==> config.mk <==
export PLATFORM = sky130hd
export DESIGN_NAME = ps2_scan_decoder
export DESIGN_NICKNAME = d
export VERILOG_FILES = /design/src/rtl/ps2_pkg.sv /design/src/rtl/ps2_event_fifo.sv /design/src/rtl/ps2_scan_decoder.sv
export SDC_FILE = /design/constraint.sdc
export NUM_CORES = 1
export LEC_CHECK = 0
export BUFFER_PORTS_ARGS = -buffer_cell sky130_fd_sc_hd__buf_4
export CAP_MARGIN = 20
export CORE_MARGIN = 2
export CORE_UTILIZATION = 65
export CTS_BUF_LIST = sky130_fd_sc_hd__clkbuf_2
export CTS_CLUSTER_SIZE = 8
export DETAILED_ROUTE_END_ITERATION = 7
export GPL_ROUTABILITY_DRIVEN = 0
export PLACE_DENSITY_LB_ADDON = 0.1
export SETUP_SLACK_MARGIN = 0.15
export SYNTH_ARGS = -nofsm -noshare
export SYNTH_HDL_FRONTEND = slang
export SYNTH_HIERARCHICAL = 1
export SYNTH_SLANG_ARGS = --single-unit
==> constraint.sdc <==
create_clock -name clk_i -period 7.3 [get_ports clk_i]
set_input_delay 1.095 -clock clk_i [delete_from_list [all_inputs] [get_ports clk_i]]
set_output_delay 1.095 -clock clk_i [all_outputs]
set_load 0.05 [all_outputs]
==> src/rtl/ps2_pkg.sv <==
// ps2_pkg -- shared definitions for the PS/2 scan-code decoder.
//
// Contents:
//   SC_* constants  : scan-code prefix bytes and keyboard status bytes
//   ps2_state_e     : decoder FSM states (IDLE, EXT, BRK, EXT_BRK)
//   ps2_event_t     : decoded key event {key, ext, brk}, 10 bits packed
//   is_status_byte  : true for bytes that never form part of a key event
package ps2_pkg;

  localparam logic [7:0] SC_EXT    = 8'hE0;
  localparam logic [7:0] SC_BRK    = 8'hF0;
  localparam logic [7:0] SC_BAT    = 8'hAA;
  localparam logic [7:0] SC_ACK    = 8'hFA;
  localparam logic [7:0] SC_ECHO   = 8'hEE;
  localparam logic [7:0] SC_RESEND = 8'hFE;
  localparam logic [7:0] SC_NULL   = 8'h00;

  typedef enum logic [1:0] {
    IDLE    = 2'd0,
    EXT     = 2'd1,
    BRK     = 2'd2,
    EXT_BRK = 2'd3
  } ps2_state_e;

  typedef struct packed {
    logic [7:0] key;
    logic       ext;
    logic       brk;
  } ps2_event_t;

  // Keyboard status/handshake bytes: never part of a key event.
  function automatic logic is_status_byte(input logic [7:0] code);
    return (code == SC_BAT)  || (code == SC_ACK)    ||
           (code == SC_ECHO) || (code == SC_RESEND) ||
           (code == SC_NULL);
  endfunction

endpackage

==> src/rtl/ps2_event_fifo.sv <==
// ps2_event_fifo -- small synchronous FIFO holding decoded key events.
//
// Parameters:
//   DEPTH  : number of entries, power of two, 2..16
//   WIDTH  : entry width in bits
// Ports:
//   clk_i, rst_i : clock, asynchronous active-high reset
//   push_i/din_i : write request and data
//   pop_i        : read request (ignored while empty)
//   dout_o       : head entry, straight from the storage registers
//   valid_o      : FIFO not empty
//   drop_o       : push rejected this cycle because the FIFO was full
//                  and no pop freed a slot on the same edge
module ps2_event_fifo #(
  parameter int DEPTH = 4,
  parameter int WIDTH = 10
) (
  input  logic             clk_i,
  input  logic             rst_i,
  input  logic             push_i,
  input  logic [WIDTH-1:0] din_i,
  input  logic             pop_i,
  output logic [WIDTH-1:0] dout_o,
  output logic             valid_o,
  output logic             drop_o
);

  localparam int AW = (DEPTH > 1) ? $clog2(DEPTH) : 1;
  localparam int CW = AW + 1;

  logic [AW-1:0]    wr_ptr_reg;
  logic [AW-1:0]    rd_ptr_reg;
  logic [CW-1:0]    count_reg;
  logic [WIDTH-1:0] mem_reg [DEPTH];

  logic full;
  logic pop_ok;
  logic push_ok;

  assign full    = (count_reg == CW'(DEPTH));
  assign pop_ok  = pop_i && (count_reg != '0);
  // A full FIFO still accepts a push when a pop frees the head slot on
  // the same edge.
  assign push_ok = push_i && (!full || pop_ok);
  assign drop_o  = push_i && !push_ok;

  // Pointers wrap naturally because DEPTH is a power of two.
  always_ff @(posedge clk_i or posedge rst_i) begin
    if (rst_i) begin
      wr_ptr_reg <= '0;
      rd_ptr_reg <= '0;
      count_reg  <= '0;
    end else begin
      if (push_ok) wr_ptr_reg <= wr_ptr_reg + AW'(1);
      if (pop_ok)  rd_ptr_reg <= rd_ptr_reg + AW'(1);
      count_reg <= count_reg + CW'(push_ok) - CW'(pop_ok);
    end
  end

  // Storage is cleared on reset so the head reads as zero afterwards.
  always_ff @(posedge clk_i or posedge rst_i) begin
    if (rst_i) begin
      for (int i = 0; i < DEPTH; i++) mem_reg[i] <= '0;
    end else if (push_ok) begin
      mem_reg[wr_ptr_reg] <= din_i;
    end
  end

  assign dout_o  = mem_reg[rd_ptr_reg];
  assign valid_o = (count_reg != '0);

endmodule

==> src/rtl/ps2_scan_decoder.sv <==
// ps2_scan_decoder -- turns PS/2 scan bytes into make/break key events.
//
// Parameters:
//   FIFO_DEPTH : event FIFO depth, power of two, 2..16
// Ports:
//   clk_i, rst_i  : clock, asynchronous active-high reset
//   rx_listo_i    : one-cycle strobe, frame_i holds a complete frame
//   frame_i[8:1]  : scan byte; frame_i[0] : received odd-parity bit
//   key_o/ext_o/brk_o : head event (code, E0-prefixed, release)
//   valid_o/ready_i   : head valid / consumer accept (pop when both high)
//   perr_o        : one-cycle pulse after a frame with bad parity
//   ovf_o         : sticky, an event was dropped on a full FIFO
// Build option:
//   PS2_REPEAT_FILTER_EN : suppress typematic repeats of the held key
module ps2_scan_decoder
  import ps2_pkg::*;
#(
  parameter int FIFO_DEPTH = 4
) (
  input  logic       clk_i,
  input  logic       rst_i,
  input  logic       rx_listo_i,
  input  logic [8:0] frame_i,
  output logic [7:0] key_o,
  output logic       ext_o,
  output logic       brk_o,
  output logic       valid_o,
  input  logic       ready_i,
  output logic       perr_o,
  output logic       ovf_o
);

  ps2_state_e state_reg;
  ps2_state_e state_next;

  logic [7:0] code;
  logic       parity_ok;
  logic       dec_emit;
  ps2_event_t dec_ev;
  logic       push;
  logic       perr_reg;
  logic       ovf_reg;
  logic       fifo_drop;
  ps2_event_t head_ev;

  assign code      = frame_i[8:1];
  // Odd parity: the data bits plus the parity bit carry an odd number of 1s.
  assign parity_ok = ^frame_i;

  always_comb begin
    state_next = state_reg;
    dec_emit   = 1'b0;
    dec_ev     = '{key: code, ext: 1'b0, brk: 1'b0};
    if (rx_listo_i) begin
      if (!parity_ok || is_status_byte(code)) begin
        state_next = IDLE;
      end else begin
        unique case (state_reg)
          IDLE: begin
            if (code == SC_EXT)      state_next = EXT;
            else if (code == SC_BRK) state_next = BRK;
            else                     dec_emit   = 1'b1;
          end
          EXT: begin
            if (code == SC_BRK) begin
              state_next = EXT_BRK;
            end else begin
              // A second E0 is a protocol violation: drop it silently.
              state_next = IDLE;
              dec_emit   = (code != SC_EXT);
              dec_ev.ext = 1'b1;
            end
          end
          BRK: begin
            state_next = IDLE;
            dec_emit   = (code != SC_EXT) && (code != SC_BRK);
            dec_ev.brk = 1'b1;
          end
          EXT_BRK: begin
            state_next = IDLE;
            dec_emit   = (code != SC_BRK);
            dec_ev.ext = 1'b1;
            dec_ev.brk = 1'b1;
          end
          default: state_next = IDLE;
        endcase
      end
    end
  end

  always_ff @(posedge clk_i or posedge rst_i) begin
    if (rst_i) begin
      state_reg <= IDLE;
      perr_reg  <= 1'b0;
      ovf_reg   <= 1'b0;
    end else begin
      state_reg <= state_next;
      perr_reg  <= rx_listo_i && !parity_ok;
      if (fifo_drop) ovf_reg <= 1'b1;
    end
  end

`ifdef PS2_REPEAT_FILTER_EN
  // Held key {code, ext}: repeats of it are typematic and get suppressed
  // until the matching break arrives.
  logic [8:0] held_reg;
  logic [8:0] held_next;
  logic       held_valid_reg;
  logic       held_valid_next;
  logic       held_match;

  assign held_match = held_valid_reg && (held_reg == {dec_ev.key, dec_ev.ext});

  always_comb begin
    push            = dec_emit;
    held_next       = held_reg;
    held_valid_next = held_valid_reg;
    if (dec_emit) begin
      if (!dec_ev.brk) begin
        if (held_match) begin
          push = 1'b0;
        end else begin
          held_next       = {dec_ev.key, dec_ev.ext};
          held_valid_next = 1'b1;
        end
      end else if (held_match) begin
        held_valid_next = 1'b0;
      end
    end
  end

  always_ff @(posedge clk_i or posedge rst_i) begin
    if (rst_i) begin
      held_reg       <= '0;
      held_valid_reg <= 1'b0;
    end else begin
      held_reg       <= held_next;
      held_valid_reg <= held_valid_next;
    end
  end
`else
  assign push = dec_emit;
`endif

  ps2_event_fifo #(
    .DEPTH (FIFO_DEPTH),
    .WIDTH ($bits(ps2_event_t))
  ) u_fifo (
    .clk_i   (clk_i),
    .rst_i   (rst_i),
    .push_i  (push),
    .din_i   (dec_ev),
    .pop_i   (ready_i),
    .dout_o  (head_ev),
    .valid_o (valid_o),
    .drop_o  (fifo_drop)
  );

  assign key_o  = head_ev.key;
  assign ext_o  = head_ev.ext;
  assign brk_o  = head_ev.brk;
  assign perr_o = perr_reg;
  assign ovf_o  = ovf_reg;

endmodule

# Yosys cells after proc, flatten, opt, wreduce, memory -nomap -nowiden
# Index checks and enable logic that the tools add are counted.
# word_totals
register_bits	51
input_bits	13
out_inout_bits	13
# classes
add_sub_neg	4
order_cmp	3
eq_ne	13
n_mux	21
bitwise_logic	2
n_reduce_logical	21
# op_table
op	n
equality test 8 bit (second input constant)	6
bitwise mux 40 bit	1
2-to-1 mux 10 bit	3
binary-select mux 10 bit (select 2 bit)	1
demux 10 bit (select 2 bit)	1
!= test 8 bit (second input constant)	2
2-to-1 mux 2 bit	6
parity 9 bit	1
logical NOT 8 bit	1
greater-or-equal comparator 3 bit (second input constant)	2
logical AND 1 bit	6
logical OR 1 bit	6
2-to-1 mux 1 bit	6
inverter 2 -> 3 bit	2
one-hot mux 2 bit (3 select lines)	1
adder 2 x 1 -> 2 bit (second input constant)	2
equality test 2 bit (second input constant)	2
!= test 4 bit (second input constant)	1
one-hot mux 1 bit (4 select lines)	1
adder 3 x 1 -> 3 bit	1
equality test 3 bit (second input constant)	1
logical NOT 1 bit	3
less-than comparator 3 x 1 -> 1 bit (second input constant)	1
nonzero test 3 bit	1
6 further kinds	6

# Depth between registers and ports, before layout
# Gate-level depths: netlist (run 1).
# logic_depth
word_depth	11
mapped_depth	11

# Cells and area by module
# Netlist (run 1), hierarchy kept.
# by_module_without_submodules
module	instances	cells_per_inst	area_per_inst_um2	seq_area_each_um2
ps2_event_fifo	1	133	2354.8	1176.1
ps2_scan_decoder	1	40	364.1	100.1

# Worst setup path before layout (run 1)
# OpenSTA, ideal clock, no wires.
# synth_timing
path_kind	input port to flip-flop
start	input port frame_i[8]
end	register u_fifo.count_reg[2]
t_arrival_ps	3674
required_time_ps	7177
setup_slack_ps	3503
stages	11
n_path_buf	0
path_cell_list	xor2_1 xnor3_1 xnor2_2 a311oi_1 nand2_1 ha_1 inv_1 ha_1 fa_1 xor2_1 xnor2_1
# synth_between
elab_chain_cells	11
elab_cells_between_ends	26
# synth_lines
item	line	source
start, declared	ps2_scan_decoder.sv:23	input logic [8:0] frame_i,
parallel branches: the longest is 6 deep, another holds equality test 8 bit	--	
2-to-1 mux 1 bit (*)	ps2_scan_decoder.sv:55	if (!parity_ok || is_status_byte(code)) begin
2-to-1 mux 1 bit (*)	ps2_scan_decoder.sv:54	if (rx_listo_i) begin
named net dec_emit	ps2_scan_decoder.sv:38	logic dec_emit;
logical AND 1 bit (*)	ps2_event_fifo.sv:44	assign push_ok = push_i && (!full || pop_ok);
adder 3 x 1 -> 3 bit (*)	ps2_event_fifo.sv:56	count_reg <= count_reg + CW'(push_ok) - CW'(pop_ok);
subtractor 3 x 1 -> 3 bit (*)	ps2_event_fifo.sv:56	
end signal, assigned	ps2_event_fifo.sv:56	
end, declared	ps2_event_fifo.sv:33	logic [CW-1:0] count_reg;
# Mark *: on every way through the listed nets, which the timed path passes.
# A chain may end at the register's enable or synchronous reset.

# Worst setup path after layout (run 1)
# layout_timing
start	input port frame_i[6]
end	register u_fifo.count_reg[2]
# The elaborated chain is that of the path after synthesis.

==> results of run 1 <==
-- routing by layer --
layer  GRT usage [%]  vias to the layer above
met5               0                        -
met4            8.25                        0
met3            5.36                        6
met2            42.8                       38
met1            30.2                      796
li1                -                      675
-- critical path: cells and delay by family --
family | cells | cell delay [ns]
compound gates | 1 | 0.60
xor+xnor | 5 | 1.13
fa+ha+maj | 3 | 0.89
buf+inv | 2 | 0.19
simple gates | 1 | 0.23
-- Yosys cell counts, types with 2 or more instances --
master	instances	area [µm²]
and3_4	4	45.0
buf_12	4	80.1
dfrtp_1	51	1280
ha_1	6	75.1
inv_1	11	41.3
mux2_4	40	601
mux4_2	10	225
nand2_1	6	22.5
nand4_1	2	12.5
nor2_1	3	11.3
nor3_1	2	10.0
xnor2_1	6	52.6
xor2_1	4	35.0
-- final timing paths --
check | start | end | slack, ns | cells past startpoint
setup / recovery | frame_i[6] | u_fifo/count_reg[2]$_DFF_PP0_ | 3.51 | 12
hold / removal | rst_i | ovf_o$_DFFE_PP0P_ | 0.52 | 2
setup reg to reg | state_reg[0]$_DFFE_PP0P_ | u_fifo/count_reg[2]$_DFF_PP0_ | 4.55 | 9
hold reg to reg | ovf_o$_DFFE_PP0P_ | ovf_o$_DFFE_PP0P_ | 0.53 | 1
max in group asynchronous | rst_i | u_fifo/wr_ptr_reg[0]$_DFFE_PP0P_ | 6.12 | 3
min in group clk_i | ovf_o$_DFFE_PP0P_ | ovf_o$_DFFE_PP0P_ | 0.53 | 1
-- through the flow --
stage	utilization, %	instance area (µm²)	hold slack [ns]	instances
final	73.8	2950	0.518	251
after global routing	73.8	2950	0.468	251
after CTS	73.8	2950	0.482	251
after detailed placement	72.2	2890	0.469	243
after global placement	72.2	2890	0.458	243
after floorplan	-	2720	0.468	173
-- cell type report --
class / count / area (µm²) / share of cell area, %
inverters: 11 / 41.3 / 1.40
clock inverters: 3 / 38.8 / 1.31
repair buffers: 26 / 195 / 6.61
flip-flops and latches: 51 / 1280 / 43.2
multi-input cells: 105 / 1310 / 44.5
well taps: 50 / 62.6 / 2.12
clock buffers: 5 / 25.0 / 0.848
-- power breakdown --
| group | total [mW] | internal (mW) | switching, mW |
|---|---|---|---|
| clock network | 0.142 | 0.0563 | 0.0853 |
| logic | 0.666 | 0.337 | 0.329 |
| registers | 0.504 | 0.397 | 0.108 |
| total | 1.31 | 0.790 | 0.522 |
-- cells by family after synthesis --
logic type,after synthesis
xor gates and xnor gates,12
muxes,51
buffers and inverters,17
AOI/OAI and AO/OA,9
DFF,51
adders and majority gates,7
and+or+nand+nor,26
==> impl_metrics.json, run 1 <==
{
  "slew_violations": 0,
  "period_needed_ns": 3.79,
  "synth_top_family_by_area": "multiplexers",
  "top_layer": "met4",
  "nets": 220,
  "postRouteAntennaNets": 0,
  "hold_viol_final": 0,
  "synth-xor-area-share_pct": 4.65,
  "dr_wl_met3_um": 225,
  "cts_sinks": 51,
  "cp_cell_sequence": "buf_4 -> xor2_1 -> xnor3_1 -> xnor2_2 -> a311oi_1 -> nand2_1 -> ha_1 -> inv_1 -> ha_1 -> fa_1 -> xor2_1 -> xnor2_1",
  "insertedDiodeCount": 0,
  "cp-end-kind": "register",
  "final_cell_mix": "51 x dfrtp_1, 40 x mux2_4, 26 x buf_4",
  "critPathMaxFanout": 8,
  "die_x_um": 68.7,
  "largest_reg_flops": 40,
  "die_h_um": 68.7,
  "synthCells": 173,
  "synth_edf_count": 0,
  "cts.clk_slew.worst_paths_ns": 0.23,
  "fin_worst_skew_ns": 0.0133,
  "area_growth_pct": 8.56,
  "status": "finished clean",
  "fp.dieArea_um2": 4720,
  "initial_core_util_pct": 68.0,
  "routed-via-count": 1515,
  "setup_tns_ns": 0,
  "start_kind": "input port",
  "fillers": 253,
  "ctsLongestPathBuffers": 2,
  "hold_buffers": 0,
  "yosysWarnings": 6,
  "synth-simple-area-share_pct": 6.67,
  "wl_met1_um": 2170,
  "drt-initial-drc-count": 188,
  "ir_worst_vdd_mv": 0.256,
  "cts-resized-gates": 0,
  "critPathRequiredTime_ns": 7.64,
  "postCtsSetupBuffers": 0,
  "cts_buffers": 5,
  "wire_per_inst_um": 20.3,
  "ys_types": 37,
  "timing.fmax_mhz": 264,
  "cap_violations": 0,
  "cts-root-buf": "clkbuf_2",
  "synth_compound_area_share_pct": 2.67,
  "place_ws_ns": 3.06,
  "cts_tree": "built",
  "setup_viol": 0,
  "core_area_um2": 4000,
  "power_density_nw_per_um2": 445,
  "ctsHtreeMaxLevel": 2,
  "ys_dominant_reg_cell": "dfrtp_1",
  "syn-num-nets": 193,
  "synth_seq_cells": 51,
  "tightestPinTransition_ns": 0.732,
  "async_flop_share_pct": 100,
  "crit_type": "in2reg",
  "insertion_delay_ns": 0.43,
  "maxSlewHeadroom_pct": 50.9,
  "drc": 0,
  "dp_hpwl_um": 3560,
  "rsz0062_at_grt": "false",
  "firstDrtPassIters": 4,
  "drive_above_1_share_pct": 47.3,
  "finalCritPeriodShare_pct": 51.9,
  "antenna_found_initial": 0,
  "p_leak_nw": 1.36,
  "ioPinCount": 26,
  "synth_adder_area_share_pct": 3.50,
  "grt-ovfl-total": 0,
  "grt_max_degree": 48,
  "row_count": 23,
  "grt_pass1_vias": 1581,
  "portBuffers": 25,
  "hold_class": "in2async",
  "wirelength_um": 5090,
  "routed-wl-met2_um": 2630,
  "final_common_cell": "dfrtp_1",
  "critical-path-slowest-cell": "a311oi_1",
  "synthMuxAreaShare_pct": 30.8,
  "seq_area_frac_synth_pct": 46.9,
  "grt_usage_pct": 24.5,
  "cp.arrival_ns": 4.13,
  "finalPower_mw": 1.31,
  "synth_area_per_cell_um2": 15.7,
  "routed_via_density": 6.04,
  "slowest_delay_ns": 0.60,
  "setup_ws_ns": 3.51,
  "grt_pass1_wl_um": 8030,
  "syn_area_um2": 2720
}
Note: power is estimated with default switching activity, not from simulation.
==> run 2, diff against run 1 <==
--- a/config.mk
+++ b/config.mk
@@ -8,7 +8,7 @@
 export BUFFER_PORTS_ARGS = -buffer_cell sky130_fd_sc_hd__buf_4
 export CAP_MARGIN = 20
 export CORE_MARGIN = 2
-export CORE_UTILIZATION = 65
+export CORE_UTILIZATION = 61
 export CTS_BUF_LIST = sky130_fd_sc_hd__clkbuf_2
 export CTS_CLUSTER_SIZE = 8
 export DETAILED_ROUTE_END_ITERATION = 7
==> constraint.sdc (replaced) <==
create_clock -name clk_i -period 3.69 [get_ports clk_i]
set_input_delay 0.5535 -clock clk_i [delete_from_list [all_inputs] [get_ports clk_i]]
set_output_delay 0.5535 -clock clk_i [all_outputs]
set_load 0.05 [all_outputs]
==> impl_metrics.json, run 2 (synthesis gave the netlist of run 1 again) <==
{
  "status": "finished clean",
  "rsz0062_at_grt": "false",
  "fin_hold_ws_ns": 0.315,
  "cts-root-buf": "clkbuf_2",
  "slew_violations": 0,
  "crit_buf_inv": 2,
  "critPathMaxFanout": 8,
  "antenna_found_initial": 0,
  "die_x_um": 70.8,
  "critPathRequiredTime_ns": 4.04,
  "dp_cells": 246,
  "grt_use_met1_pct": 30.0,
  "fin_worst_skew_ns": 0.0169,
  "grt_usage_pct": 21.8,
  "drt-initial-drc-count": 73,
  "grt-ovfl-total": 0,
  "routed_via_density": 5.90,
  "cp-end-kind": "register",
  "critical-path-slowest-cell": "xnor3_1",
  "maxSlewHeadroom_pct": 51.5,
  "ctsLongestPathBuffers": 2,
  "comb_power_share_pct": 52.2,
  "portBuffers": 25,
  "wire_per_inst_um": 19.5,
  "final_common_cell": "dfrtp_1",
  "insertion_delay_ns": 0.42,
  "grt_pass1_vias": 1650,
  "finalCritPeriodShare_pct": 76.9,
  "dp_hpwl_um": 3310,
  "cp_top_family": "XOR/XNOR gates",
  "setup_tns_ns": 0,
  "row_count": 24,
  "fp.dieArea_um2": 5010,
  "cts_tree": "built",
  "crit_type": "in2reg",
  "power_density_nw_per_um2": 856,
  "cts_sinks": 51,
  "start_kind": "input port",
  "clock_power_share_pct": 8.4,
  "ctsHtreeMaxLevel": 2,
  "intPower_mw": 1.50,
  "slowest_delay_ns": 0.44,
  "drc": 0,
  "area_growth_pct": 8.33,
  "r2r_setup_slack_ns": 1.33,
  "grt.busiest_layer": "met2",
  "power.net_switching_mw": 1.02,
  "nets": 222,
  "ir_worst_vdd_mv": 0.445,
  "grt_pass1_wl_um": 8330,
  "firstDrtPassIters": 4,
  "core_area_um2": 4320,
  "tightestPinTransition_ns": 0.728,
  "cp_cell_sequence": "buf_4 -> xor2_1 -> xnor3_1 -> xnor2_2 -> a311oi_1 -> nand2_1 -> ha_1 -> inv_1 -> ha_1 -> fa_1 -> xor2_1 -> xnor2_1",
  "cp.arrival_ns": 3.19,
  "routed-via-count": 1505,
  "cts.clk_slew.worst_paths_ns": 0.24,
  "final_cell_mix": "51 x dfrtp_1, 40 x mux2_4, 27 x buf_4",
  "p_leak_nw": 1.36,
  "switching_share_pct": 40.5,
  "largest_reg_flops": 40,
  "initial_core_util_pct": 62.9,
  "fin_area_um2": 2950,
  "insertedDiodeCount": 0,
  "placed_area_um2": 2900,
  "wirelength_um": 4980,
  "drive_above_1_share_pct": 46.8,
  "p_seq_share_pct": 39.4,
  "ioPinCount": 26,
  "grt_max_degree": 48,
  "cap_violations": 0,
  "hold_viol_final": 0,
  "cts_buffers": 5,
  "use_met3_pct": 4.99,
  "period_needed_ns": 2.84,
  "setup_viol": 0,
  "timing.fmax_mhz": 352,
  "use_met2_pct": 35.3,
  "postCtsSetupBuffers": 0,
  "postRouteAntennaNets": 0,
  "die_h_um": 70.8,
  "stdcell_count": 255,
  "hold_class": "in2reg"
}
==> run 2: cell count changes in the layout (fill, tap and decap cells not counted), sizes merged <==
cell	previous run	this run
dlygate4sd3	0	1
clkbuf	5	6
buf	26	27
bufinv	1	0
==> run 2: layout make-up <==
cell class	instances	area, µm²
clock buffers	6	30.0
clock inverters	2	7.51
fillers	313	1380
inverters	11	41.3
multi-input cells	105	1310
flip-flops and latches	51	1280
well taps	52	65.1
repair buffers	28	213
==> run 2: power groups by stage <==
stage / Combinational, mW / Clock, mW / Sequential, mW
floorplan: 1.12 / 0 / 0.927
global placement: 1.30 / 0 / 0.983
detailed placement: 1.32 / 0 / 1.01
CTS: 1.33 / 0.216 / 0.996
global route: 1.39 / 0.241 / 1.03
finish: 1.32 / 0.211 / 0.994
==> run 2: final timing paths <==
kind | endpoint | depth (start not counted) | startpoint
max in group asynchronous | u_fifo/mem_reg[26]$_DFFE_PP0P_ | 4 | rst_i
min in group asynchronous | ovf_o$_DFFE_PP0P_ | 3 | rst_i
worst min register to register | ovf_o$_DFFE_PP0P_ | 1 | ovf_o$_DFFE_PP0P_
worst min-delay path | state_reg[0]$_DFFE_PP0P_ | 2 | rx_listo_i
worst max register to register | u_fifo/count_reg[2]$_DFF_PP0_ | 9 | state_reg[0]$_DFFE_PP0P_
worst max-delay path | u_fifo/count_reg[2]$_DFF_PP0_ | 12 | frame_i[6]
==> run 2: per-stage QoR <==
step	worst slack, ns	util (%)	power [mW]
finish	0.852	68.1	2.52
detailed placement	0.354	67.0	2.33
global route	0.666	68.1	2.66
CTS	0.835	68.1	2.54
floorplan	0.434	-	2.04
global placement	0.439	67.0	2.28
==> run 2: what timing repair did <==
item                      4_1_cts  5_1_grt
hold buffers                    1        0
hold endpoints to repair        4        0
resized for setup               0        0
==> run 2: metal layers <==
layer / vias to the layer above / wire [µm]
li1: 677 / -
met1: 785 / 2290
met2: 36 / 2450
met3: 7 / 165
met4: 0 / 65
met5: - / 0
==> run 3, diff against run 2 <==
==> constraint.sdc (replaced) <==
create_clock -name clk_i -period 2.7 [get_ports clk_i]
set_input_delay 0.405 -clock clk_i [delete_from_list [all_inputs] [get_ports clk_i]]
set_output_delay 0.405 -clock clk_i [all_outputs]
set_load 0.05 [all_outputs]
==> impl_metrics.json, run 3 (synthesis gave the netlist of run 1 again) <==
{
  "antenna_found_initial": 0,
  "cp-endpoint": "u_fifo/count_reg[2]$_DFF_PP0_",
  "place_ws_ns": -0.261,
  "insertedDiodeCount": 0,
  "critPathMaxFanout": 8,
  "largest_reg_flops": 40,
  "drc": 0,
  "cts_sinks": 51,
  "final_common_cell": "dfrtp_1",
  "slew_violations": 0,
  "maxSlewHeadroom_pct": 43.8,
  "finalCritPeriodShare_pct": 90.4,
  "stdcell_count": 269,
  "critical-path-slowest-cell": "a2111oi_0",
  "rsz0062_at_grt": "false",
  "cts_tree": "built",
  "cp_cell_sequence": "buf_4 -> buf_4 -> or3_1 -> a2111oi_0 -> a211o_1 -> a311oi_2 -> nand2_1 -> ha_1 -> inv_1 -> ha_2 -> fa_2 -> xor2_1 -> xnor2_1",
  "rr_endpoint": "u_fifo/count_reg[2]$_DFF_PP0_",
  "hold_class": "in2reg",
  "ioPinCount": 26,
  "p_leak_nw": 1.44,
  "initial_core_util_pct": 62.9,
  "cts-root-buf": "clkbuf_2",
  "power_density_nw_per_um2": 1180,
  "r2r_setup_slack_ns": 0.45,
  "period_needed_ns": 2.44,
  "setup_ws_ns": 0.259,
  "dp_hpwl_um": 3810,
  "firstDrtPassIters": 4,
  "wirelength_um": 5320,
  "r2r_cells": 9,
  "postRouteAntennaNets": 0,
  "nets": 236,
  "placed_area_um2": 3020,
  "cts.clk_slew.worst_paths_ns": 0.28,
  "start_kind": "input port",
  "wire_per_inst_um": 19.8,
  "ctsHtreeMaxLevel": 2,
  "tightestPinTransition_ns": 0.839,
  "critPathRequiredTime_ns": 3.08,
  "cp-end-kind": "register",
  "die_h_um": 70.8,
  "insertion_delay_ns": 0.44,
  "drt-initial-drc-count": 96,
  "path_common_cell": "buf_4",
  "grt_pass1_wl_um": 8800,
  "fin_worst_skew_ns": 0.0310,
  "ctsLongestPathBuffers": 2,
  "hold_viol_final": 0,
  "fin_area_um2": 3100,
  "setup_viol": 0,
  "grt_max_degree": 26,
  "fin_hold_ws_ns": 0.127,
  "finalPower_mw": 3.65,
  "routed_via_density": 5.84,
  "core_area_um2": 4320,
  "die_x_um": 70.8,
  "routed-via-count": 1571,
  "rr_startpoint": "state_reg[0]$_DFFE_PP0P_",
  "slowest_delay_ns": 0.40,
  "row_count": 24,
  "drive_above_1_share_pct": 53.0,
  "status": "finished clean",
  "grt_pass1_vias": 1682,
  "cap_violations": 0,
  "portBuffers": 25,
  "utilization_pct": 71.7,
  "cp.arrival_ns": 2.82,
  "final_cell_mix": "51 x dfrtp_1, 41 x buf_4, 40 x mux2_4",
  "dp_cells": 260,
  "timing.fmax_mhz": 410,
  "grt-ovfl-total": 0,
  "ir_worst_vdd_mv": 0.587,
  "cp-startpoint": "frame_i[7]",
  "area_growth_pct": 14.0,
  "crit_type": "in2reg",
  "grt_usage_pct": 23.1,
  "fp.dieArea_um2": 5010,
  "min_from": "rx_listo_i",
  "cts_buffers": 5,
  "setup_tns_ns": 0
}
run 3: cell count changes in the layout (fill, tap and decap cells not counted), sizes merged:
cell	before	now
bufinv	0	1
clkbuf	6	5
buf	27	41
run 3: metal layers:
metal  up-vias  part of all wire [%]  GRT usage [%]
met1       816                    44           31.0
met5         -                     0              0
met4         0                  0.55           3.56
met3         8                   3.5           5.13
li1        711                     -              -
met2        36                    52           39.9
run 3: worst min path at each step:
stage | endpoint | cells after the start
2_1_floorplan | ovf_o$_DFFE_PP0P_ | 1
3_3_place_gp | ovf_o$_DFFE_PP0P_ | 2
3_5_place_dp | ovf_o$_DFFE_PP0P_ | 2
4_1_cts | state_reg[0]$_DFFE_PP0P_ | 2
5_1_grt | state_reg[0]$_DFFE_PP0P_ | 2
6_report | state_reg[0]$_DFFE_PP0P_ | 2
run 3: critical path: cells and delay by family:
family | cells | cell delay (ns)
buf+inv | 3 | 0.32
fa+ha+maj | 3 | 0.65
compound gates | 3 | 0.68
simple gates | 2 | 0.47
xor+xnor | 2 | 0.29
run 3: final cells by class:
cell class	count	area (µm²)
clock inverters	3	43.8
multi-input cells	105	1330
inverters	11	41.3
fillers	308	1220
clock buffers	5	25.0
repair buffers	42	318
well taps	52	65.1
flip-flops and latches	51	1280
run 3: where the power goes:
part,internal (mW),switching (mW)
Sequential,1.07,0.240
Clock,0.157,0.253
Combinational,0.963,0.964
run 3: repair_timing:
item	4_1_cts	5_1_grt
setup buffers	0	0
hold buffers	1	0
endpoints found under the setup margin	0	1
gates resized for setup	0	1
endpoints found under the hold margin	16	0
